**src/rtl/agc_seq_pkg.sv**
```systemverilog
// Shared types and widths for the AGC closed-loop sequencer.
// Pure declarations, no logic.
// No flow control.
package agc_seq_pkg;

    localparam int SCALE_W  = 17;
    localparam int OFFSET_W = 16;
    localparam int SQ_W     = 24;
    localparam int CMP_W    = 21;

    // Q8.8 offset saturation limits
    localparam int OFS_MAX = 32767;
    localparam int OFS_MIN = -32768;

    typedef enum logic [2:0] {
        S_IDLE,
        S_START,
        S_LOAD,
        S_APPLY,
        S_TICK,
        S_INTEG,
        S_SETTLE,
        S_EVAL
    } seq_state_t;

endpackage

```
**src/rtl/agc_step_sat.sv**
```systemverilog
// Bang-bang control law: next scale/offset with saturation plus unchanged flags.
// Purely combinational, zero latency.
// No flow control; the result is consumed by the sequencer in its evaluation cycle.
module agc_step_sat
    import agc_seq_pkg::*;
#(
    parameter logic [SCALE_W-1:0] SCALE_MIN = 17'h00100,
    parameter logic [SCALE_W-1:0] SCALE_MAX = 17'h1FFFF
) (
    input  logic [SCALE_W-1:0]         scale_cur,
    input  logic signed [OFFSET_W-1:0] offset_cur,
    input  logic [SQ_W-1:0]            sq_accum,
    input  logic [SQ_W-1:0]            sq_target_lo,
    input  logic [SQ_W-1:0]            sq_target_hi,
    input  logic [7:0]                 scale_step,
    input  logic [CMP_W-1:0]           gt_accum,
    input  logic [CMP_W-1:0]           lt_accum,
    input  logic [CMP_W-1:0]           ofs_thresh,
    input  logic [7:0]                 ofs_step,
    output logic [SCALE_W-1:0]         scale_nxt,
    output logic [OFFSET_W-1:0]        offset_nxt,
    output logic                       scale_same,
    output logic                       offset_same
);

    localparam logic signed [OFFSET_W+1:0] OFS_HI_X = (OFFSET_W+2)'(OFS_MAX);
    localparam logic signed [OFFSET_W+1:0] OFS_LO_X = (OFFSET_W+2)'(OFS_MIN);

    logic                          win_empty;
    logic                          scale_up_req;
    logic                          scale_dn_req;
    logic [SCALE_W:0]              scale_up;
    logic [SCALE_W:0]              scale_dn;
    logic signed [CMP_W:0]         diff;
    logic signed [CMP_W:0]         thr;
    logic signed [OFFSET_W+1:0]    ofs_ext;
    logic signed [OFFSET_W+1:0]    ofs_up;
    logic signed [OFFSET_W+1:0]    ofs_dn;
    logic signed [OFFSET_W+1:0]    ofs_sel;

    // An inverted window can never be satisfied, so it always pushes scale up
    assign win_empty    = sq_target_lo > sq_target_hi;
    assign scale_up_req = win_empty || (sq_accum < sq_target_lo);
    assign scale_dn_req = !win_empty && (sq_accum > sq_target_hi);

    assign scale_up = {1'b0, scale_cur} + {{(SCALE_W-7){1'b0}}, scale_step};
    assign scale_dn = {1'b0, scale_cur} - {{(SCALE_W-7){1'b0}}, scale_step};

    assign diff    = $signed({1'b0, gt_accum}) - $signed({1'b0, lt_accum});
    assign thr     = $signed({1'b0, ofs_thresh});
    assign ofs_ext = {{2{offset_cur[OFFSET_W-1]}}, offset_cur};
    assign ofs_up  = ofs_ext + $signed({{(OFFSET_W-6){1'b0}}, ofs_step});
    assign ofs_dn  = ofs_ext - $signed({{(OFFSET_W-6){1'b0}}, ofs_step});

    always_comb begin
        scale_nxt = scale_cur;
        if (scale_up_req) begin
            scale_nxt = (scale_up > {1'b0, SCALE_MAX}) ? SCALE_MAX : scale_up[SCALE_W-1:0];
        end else if (scale_dn_req) begin
            // Borrow out of the subtraction also means we went below the floor
            scale_nxt = (scale_dn[SCALE_W] || (scale_dn[SCALE_W-1:0] < SCALE_MIN))
                        ? SCALE_MIN : scale_dn[SCALE_W-1:0];
        end
    end

    always_comb begin
        ofs_sel = ofs_ext;
        if (diff > thr) begin
            ofs_sel = (ofs_dn < OFS_LO_X) ? OFS_LO_X : ofs_dn;
        end else if (diff < -thr) begin
            ofs_sel = (ofs_up > OFS_HI_X) ? OFS_HI_X : ofs_up;
        end
    end

    assign offset_nxt  = ofs_sel[OFFSET_W-1:0];
    assign scale_same  = (scale_nxt == scale_cur);
    assign offset_same = (offset_nxt == offset_cur);

endmodule

```
**src/rtl/agc_loop_sequencer.sv**
```systemverilog
// Closed-loop AGC controller: reset, integrate, settle, evaluate, then load/apply scale and offset.
// One iteration takes INTEG_CLOCKS + SETTLE_CLOCKS + 4 cycles; all outputs decode from registered state.
// No backpressure; dropping enable_i aborts the current iteration and parks in IDLE.
module agc_loop_sequencer
    import agc_seq_pkg::*;
#(
    parameter int                 INTEG_CLOCKS  = 131072,
    parameter int                 SETTLE_CLOCKS = 6,
    parameter logic [SCALE_W-1:0] SCALE_MIN     = 17'h00100,
    parameter logic [SCALE_W-1:0] SCALE_MAX     = 17'h1FFFF,
    parameter int                 LOCK_COUNT    = 4
) (
    input  logic                aclk,
    input  logic                aresetn,
    input  logic                enable_i,
    input  logic [SCALE_W-1:0]  scale_init_i,
    input  logic [OFFSET_W-1:0] offset_init_i,
    input  logic [SQ_W-1:0]     sq_target_lo_i,
    input  logic [SQ_W-1:0]     sq_target_hi_i,
    input  logic [7:0]          scale_step_i,
    input  logic [CMP_W-1:0]    ofs_thresh_i,
    input  logic [7:0]          ofs_step_i,
    input  logic [SQ_W-1:0]     sq_accum_i,
    input  logic [CMP_W-1:0]    gt_accum_i,
    input  logic [CMP_W-1:0]    lt_accum_i,
    output logic                agc_rst_o,
    output logic                agc_tick_o,
    output logic                agc_ce_o,
    output logic [SCALE_W-1:0]  agc_scale_o,
    output logic [OFFSET_W-1:0] agc_offset_o,
    output logic                agc_scale_ce_o,
    output logic                agc_offset_ce_o,
    output logic                agc_apply_o,
    output logic                iter_done_o,
    output logic [15:0]         iter_count_o,
    output logic                locked_o
);

    localparam int               CNT_W       = $clog2(INTEG_CLOCKS) + 1;
    localparam logic [CNT_W-1:0] INTEG_LAST  = CNT_W'(INTEG_CLOCKS - 1);
    localparam logic [CNT_W-1:0] SETTLE_LAST = CNT_W'(SETTLE_CLOCKS - 1);
    localparam int               STB_W       = $clog2(LOCK_COUNT + 1);
    localparam logic [STB_W-1:0] LOCK_VAL    = STB_W'(LOCK_COUNT);

    seq_state_t                 state_q, state_d;
    logic [CNT_W-1:0]           cnt_q;
    logic [STB_W-1:0]           stable_q;
    logic                       init_q;
    logic [SCALE_W-1:0]         scale_q;
    logic signed [OFFSET_W-1:0] offset_q;
    logic [15:0]                iter_cnt_q;
    logic                       run_abort;
    logic [SCALE_W-1:0]         scale_nxt;
    logic [OFFSET_W-1:0]        offset_nxt;
    logic                       scale_same;
    logic                       offset_same;

    assign run_abort = !enable_i &&
                       (state_q inside {S_TICK, S_INTEG, S_SETTLE, S_EVAL});

    always_ff @(posedge aclk or negedge aresetn) begin
        if (!aresetn) state_q <= S_IDLE;
        else          state_q <= state_d;
    end

    always_comb begin
        state_d = state_q;
        case (state_q)
            S_IDLE:   if (enable_i) state_d = S_START;
            S_START:  state_d = S_LOAD;
            S_LOAD:   state_d = S_APPLY;
            S_APPLY:  state_d = enable_i ? S_TICK : S_IDLE;
            S_TICK:   state_d = S_INTEG;
            S_INTEG:  if (cnt_q == INTEG_LAST) state_d = S_SETTLE;
            S_SETTLE: if (cnt_q == SETTLE_LAST) state_d = S_EVAL;
            S_EVAL:   state_d = S_LOAD;
            default:  state_d = S_IDLE;
        endcase
        if (run_abort) state_d = S_IDLE;
    end

    // One counter serves both phases; it restarts at the INTEG->SETTLE boundary
    always_ff @(posedge aclk or negedge aresetn) begin
        if (!aresetn) begin
            cnt_q <= '0;
        end else if (state_q == S_TICK) begin
            cnt_q <= '0;
        end else if (state_q == S_INTEG) begin
            cnt_q <= (cnt_q == INTEG_LAST) ? '0 : cnt_q + CNT_W'(1);
        end else if (state_q == S_SETTLE) begin
            cnt_q <= cnt_q + CNT_W'(1);
        end
    end

    agc_step_sat #(
        .SCALE_MIN (SCALE_MIN),
        .SCALE_MAX (SCALE_MAX)
    ) u_step_sat (
        .scale_cur    (scale_q),
        .offset_cur   (offset_q),
        .sq_accum     (sq_accum_i),
        .sq_target_lo (sq_target_lo_i),
        .sq_target_hi (sq_target_hi_i),
        .scale_step   (scale_step_i),
        .gt_accum     (gt_accum_i),
        .lt_accum     (lt_accum_i),
        .ofs_thresh   (ofs_thresh_i),
        .ofs_step     (ofs_step_i),
        .scale_nxt    (scale_nxt),
        .offset_nxt   (offset_nxt),
        .scale_same   (scale_same),
        .offset_same  (offset_same)
    );

    always_ff @(posedge aclk or negedge aresetn) begin
        if (!aresetn) begin
            scale_q    <= '0;
            offset_q   <= '0;
            init_q     <= 1'b0;
            iter_cnt_q <= '0;
            stable_q   <= '0;
        end else if (run_abort) begin
            stable_q <= '0;
        end else begin
            case (state_q)
                S_START: begin
                    scale_q    <= scale_init_i;
                    offset_q   <= offset_init_i;
                    init_q     <= 1'b1;
                    iter_cnt_q <= '0;
                    stable_q   <= '0;
                end
                S_APPLY: begin
                    // The apply that follows START only pushes initial values
                    if (!init_q) iter_cnt_q <= iter_cnt_q + 16'd1;
                    init_q <= 1'b0;
                end
                S_EVAL: begin
                    scale_q  <= scale_nxt;
                    offset_q <= offset_nxt;
                    if (scale_same && offset_same)
                        stable_q <= (stable_q == LOCK_VAL) ? stable_q : stable_q + STB_W'(1);
                    else
                        stable_q <= '0;
                end
                default: ;
            endcase
        end
    end

    assign agc_rst_o       = (state_q == S_START);
    assign agc_tick_o      = (state_q == S_TICK);
    assign agc_ce_o        = (state_q == S_INTEG);
    assign agc_scale_ce_o  = (state_q == S_LOAD);
    assign agc_offset_ce_o = (state_q == S_LOAD);
    assign agc_apply_o     = (state_q == S_APPLY);
    assign iter_done_o     = (state_q == S_APPLY) && !init_q;
    assign agc_scale_o     = scale_q;
    assign agc_offset_o    = offset_q;
    assign iter_count_o    = iter_cnt_q;
    assign locked_o        = (stable_q == LOCK_VAL);

endmodule

```
**config.mk**
```make
export PLATFORM = sky130hd
export DESIGN_NAME = agc_loop_sequencer
export DESIGN_NICKNAME = d
export VERILOG_FILES = /design/src/rtl/agc_seq_pkg.sv /design/src/rtl/agc_step_sat.sv /design/src/rtl/agc_loop_sequencer.sv
export SDC_FILE = /design/constraint.sdc
export NUM_CORES = 1
export LEC_CHECK = 0
export ABC_AREA = 1
export ABC_CLOCK_PERIOD_IN_PS = 5350
export CORE_MARGIN = 1
export CORE_UTILIZATION = 37
export CTS_BUF_LIST = sky130_fd_sc_hd__clkbuf_8
export CTS_CLUSTER_DIAMETER = 60
export DETAILED_ROUTE_END_ITERATION = 8
export MAX_ROUTING_LAYER = met4
export SYNTH_ARGS = -nofsm -noshare
export SYNTH_HDL_FRONTEND = slang
export SYNTH_HIERARCHICAL = 1
export SYNTH_SLANG_ARGS = --single-unit
```
**constraint.sdc**
```tcl
create_clock -name aclk -period 5.35 [get_ports aclk]
set_clock_uncertainty 0.05 [all_clocks]
set_input_delay 0.8025 -clock aclk [delete_from_list [all_inputs] [get_ports aclk]]
set_output_delay 0.8025 -clock aclk [all_outputs]
set_load 0.02 [all_outputs]
```
### Word-level counts from Yosys, hierarchy flattened

Index checks and enable logic that the tools add are counted.

* $add $sub $neg: 9
* order comparisons: 9
* eq/ne operators: 17
* muxes and demuxes: 27
* bitwise logic cells: 1
* reduce and logical (&&, ||, !) cells: 21

Operators by type and width (number)
* 16-bit 2-to-1 mux: 5
* 18-bit 2-to-1 mux: 4
* 17-bit 2-to-1 mux: 4
* 16-bit case mux with 2 select lines: 2
* 24-bit greater-than comparator: 2
* 17-bit case mux with 2 select lines: 1
* 24-bit < comparator: 1
* 3-bit 2-to-1 mux: 8
* 22-bit greater-than comparator: 1
* 22-bit < comparator: 1
* 21-bit negation with 22-bit output: 1
* 21-bit by 21-bit subtractor with 22-bit output: 1
* 3-bit case mux with 7 select lines: 1
* 17-bit by 8-bit adder with 18-bit output: 1
* 18-bit by 1-bit adder with 18-bit output, second input constant: 1
* 18-bit by 17-bit == test with 1-bit output, second input constant: 1
* 18-bit by 3-bit == test with 1-bit output, second input constant: 1
* 18-bit by 17-bit greater-than comparator with 1-bit output, second input constant: 1
* 17-bit by 8-bit subtractor with 18-bit output: 1
* 16-bit by 9-bit adder with 17-bit output: 1
* 17-bit == test: 1
* 17-bit by 16-bit greater-than comparator with 1-bit output, second input constant: 1
* 17-bit by 16-bit < comparator with 1-bit output, second input constant: 1
* 17-bit by 9-bit < comparator with 1-bit output, second input constant: 1
* 24 further kinds: 41

* register bits: 74
* input bits: 187

### Logic depth before layout (Yosys ltp)

* depth after elaboration: 11
* depth in mapped cells: 44

### Hierarchy

The synthesis kept the hierarchy.

By module, submodules not included
* agc_step_sat: times used 1, cells an instance 1369, area an instance 7956.4 um2, seq. area each 0.0 um2
* agc_loop_sequencer: times used 1, cells an instance 523, area an instance 3910.0 um2, seq. area each 1851.8 um2

### Least setup slack after synthesis

OpenSTA, ideal clock, no wires.

* kind: input-to-reg
* start: in gt_accum_i[0]
* end: reg stable_q[2]
* library setup time: 0.126 ns
* arrival: 5.437 ns
* required time: 5.174 ns
* path slack: -0.263 ns
* stages on the path: 42
* path buffers: 1
* cells stage by stage: inv_1 -> ha_1 -> fa_1 -> o21ai_1 -> nand2_1 -> o211ai_1 -> a21oi_1 -> o21bai_1 -> a31oi_1 -> o21ai_1 -> nand2_1 -> nand2_1 -> a21oi_1 -> o21a_1 -> o21ai_1 -> xor2_1 -> ha_1 -> nand2_1 -> [6 not listed] -> nand2_4 -> nand2_4 -> buf_8 -> nand2_1 -> nand3_2 -> nand2_2 -> nand2_1 -> nand2_1 -> nor2_1 -> nand3_1 -> nor2_1 -> nand2_1 -> inv_1 -> nand2_1 -> o21ai_0 -> inv_1 -> nor2_1 -> o21ai_0

* cells in the longest elaborated chain, start to end: 9

Ends and longest elaborated chain
* from (decl): RTL line agc_loop_sequencer.sv:24 `input logic [CMP_W-1:0] gt_accum_i,`
* 21-bit by 21-bit subtractor with 22-bit output (*): RTL line agc_step_sat.sv:49 `assign diff = $signed({1'b0, gt_accum}) - $signed({1'b0, lt_accum});`
* 22-bit < comparator: RTL line agc_step_sat.sv:70 `end else if (diff < -thr) begin`
* 16-bit 2-to-1 mux: RTL line agc_step_sat.sv:70
* 16-bit 2-to-1 mux (*): RTL line agc_step_sat.sv:68 `if (diff > thr) begin`
* net offset_nxt[11]: RTL line agc_loop_sequencer.sv:54 `logic [OFFSET_W-1:0] offset_nxt;`
* 16-bit == test (*): RTL line agc_step_sat.sv:77 `assign offset_same = (offset_nxt == offset_cur);`
* net offset_same: RTL line agc_loop_sequencer.sv:56 `logic offset_same;`
* 1-bit logical AND (*): RTL line agc_loop_sequencer.sv:141 `if (scale_same && offset_same)`
* 3-bit 2-to-1 mux: RTL line agc_loop_sequencer.sv:141
* 3-bit case mux with 2 select lines: RTL line agc_loop_sequencer.sv:125 `case (state_q)`
* 3-bit 2-to-1 mux: RTL line agc_loop_sequencer.sv:122 `end else if (run_abort) begin`
* to (signal assigned): RTL line agc_loop_sequencer.sv:142 `stable_q <= (stable_q == LOCK_VAL) ? stable_q : stable_q + STB_W'(1);`
* to (decl): RTL line agc_loop_sequencer.sv:47 `logic [STB_W-1:0] stable_q;`

The timed path passes the listed nets; every way through them passes the cells marked *.
A chain may end at the register's enable or synchronous reset.

### Worst setup path in the final report

* start: in gt_accum_i[7]
* end: reg stable_q[0]

The elaborated chain is that of the path after synthesis.

==> summary.txt <==
top cells by area, synth - ha_1 18%, dfrtp_1 16%, nand2_1 15%
dpl ws - -1246 ps
die area - 32790 um^2
worst slew pin tran - 982.0 ps
# rows - 65
final wirelength - 36.36 mm
Max Fclk - 173.1 MHz
total track usage - 22.77%
Worst-path clk slew - 90 ps
unrepaired setup endpoints after global routing - true
Avg Cell Area, Syn - 6.272 um^2
outcome - complete, but fails checks
Synth area leader - ha_1
placed instance area - 15530 um^2
crit path time final - 5776 ps
Final Worst Setup Slack - -425.6 ps
core area - 31560 um^2
Pre-Repair DR Iteration Count - 5
Starting Density - 37.61%
Final Hold Violating Endpoints - 0
asr flop ratio synth - 100.0%
Vias - 13.18k
slew margin rel. - 34.53%
DRC errors left - 0
Crit path largest cell delay - 290 ps
layout cells sized above 1 - 14.46%
width of the chip - 181.1 um
Synth Warn # - 6
fin crit share - 108.0%
Clock Tree Buf Depth - 2
total gr overflow - 0
Slew Viols, Final - 0
max-cap viol count - 0
worst vdd ir - 275.6 uV
pin count of the biggest net entering global routing - 75
top cell type's share of synthesized area - 17.50%
clock power share - 8.2%
clock sinks - 74
Crit. End Element - register
Comb pwr share - 73.3%
vias per cell - 4.927
antenna viol nets, final - 0
Seq/Total Area, Yosys - 15.61%
I/O Pins - 244
Critical Path Source Type - input port
DIE HEIGHT - 181.1 um
drt wl/cell - 13.60 um
flops & latches, synth - 74
Clock Tree Root - clkbuf_8
critical path required time - 5600 ps
Finished Core Util - 51.77%
Net Sw Power - 2986 uW
first-pass GRT wire length - 60.19 mm
Fillers - 3194
Setup Viol. Count Final - 3
Distinct cells, synth - 53
Area growth syn-to-layout - 37.66%
pwr/cell area - 350.2 nW/um^2
Post-Syn Nets - 2250
initial antenna violation count - 2
Slowest-stage cell, CP - ha_1
Sw Share - 52.20%
Cell Int Power - 2734 uW
number of global-route vias before repair - 12.62k
Non-Filler Instances - 2674
number of synthesized flops with an enable pin - 0
CP Class - in -> reg
failing checks - setup timing
Post-synth top flop - dfrtp_1
Top cell by count, worst path - buf_4
Worst Hold Class - reg -> reg
Final GP Congestion - 0.9194
clock latency on the worst-skew pair - 380 ps
Seq pwr share - 18.5%
Num CTS Buffers - 9
crit path max fanout - 6
CTS hold repair buffers - 0
CTS tree - done
post-route cell area - 16340 um^2
I/O Buffers - 243
Worst EP arrival - 6030 ps
Final nets - 2622
synth cell count leaders - 471 x nand2_1, 298 x inv_1, 195 x nor2_1
most common cell in the netlist - nand2_1
Syn Inst Count - 1892
Worst Hold Slack - 491.7 ps
hpwl dp - 29.15 mm
P_leak - 0.008389 uW
1st-iter DRT viols - 785
cell area after synthesis - 11870 um^2
H-Tree Depth - 3
dpl cells - 2612
[cells in the final DEF, fill, tap and decap left out, drive strengths merged, types with 40 or more instances in the layout]
cell type and count:
nand2 495, inv 312, clkdlybuf4s50 226, nor2 213
ha 166, buf 160, nand3 147, a21oi 121
dfrtp 74, xor2 68, o21ai 59, a31oi 40
[state kept, by name, indices dropped and copies added, names as in the netlist]
name	count
agc_offset_o	16
iter_count_o	16
state_q	3
stable_q	3
cnt_q	18
agc_scale_o	17
init_q	1
[stage by stage]
step / power (uW) / TNS (ps)
global route: 6299 / -2275
floorplan: 3682 / -155.0
global placement: 4999 / -7070
finish: 5720 / -1186
CTS: 5637 / -710.6
detailed placement: 5025 / -9113
[final timing paths]
kind | start | endpoint | slack, ps | cells after the start
setup reg to reg | agc_offset_o[1]$_DFFE_PN0P_ | stable_q[0]$_DFFE_PN0P_ | 880 | 32
hold / removal | init_q$_DFFE_PN0P_ | init_q$_DFFE_PN0P_ | 490 | 2
min in group asynchronous | aresetn | agc_offset_o[2]$_DFFE_PN0P_ | 520 | 1
setup / recovery | gt_accum_i[7] | stable_q[0]$_DFFE_PN0P_ | -430 | 41
max in group asynchronous | aresetn | agc_scale_o[16]$_DFFE_PN0P_ | 4090 | 1
hold reg to reg | init_q$_DFFE_PN0P_ | init_q$_DFFE_PN0P_ | 490 | 2
[power by group through the flow]
stage                     Clock, uW  Combinational, uW  Sequential (uW)
after floorplan                   0               2610             1070
after global placement            0               3930             1060
after detailed placement          0               3960             1070
after CTS                       486               4090             1060
after global routing            503               4690             1100
final                           469               4190             1060
[cell type report]
cell class,instances,area (um^2),area share [%]
sequential,74,1852,11.34
antenna,3,7.507,0.04596
multi-input combinational,1467,8921,54.61
clock inverter,7,76.32,0.4672
inverter,312,1184,7.246
tap,402,503.0,3.079
clock buffer,9,123.9,0.7583
timing repair buffer,400,3669,22.46
[metal layers]
metal  wire length [um]  global-route usage [%]  vias up
li1                   -                       -     6905
met2              17620                   39.29      324
met1              16340                   28.34     5911
met5                  0                       -        -
met4                601                   4.915        0
met3               1803                   2.741       36
[worst max-delay path, delay by kind of cell]
| kind | cells | cell delay (ps) |
|---|---|---|
| AO/OA/AOI/OAI | 6 | 890 |
| XOR/XNOR | 1 | 160 |
| adder cells (fa/ha/maj) | 2 | 530 |
| buffers and inverters | 14 | 1810 |
| AND/OR/NAND/NOR | 18 | 1850 |
[cells by family after synthesis]
logic type / synth area share [%]
flops: 15.61
fa+ha+maj: 18.35
xor+xnor: 5.757
compound gates: 13.15
simple gates: 35.36
buf+inv: 11.78
[what timing repair did]
item / CTS / global route
resized for setup: 62 / 29
buffers inserted: 30 / 12
pin swaps: 32 / 42
endpoints found under the setup margin: 4 / 5
gates cloned: 2 / 0
Power figures use the tool's default switching activity.
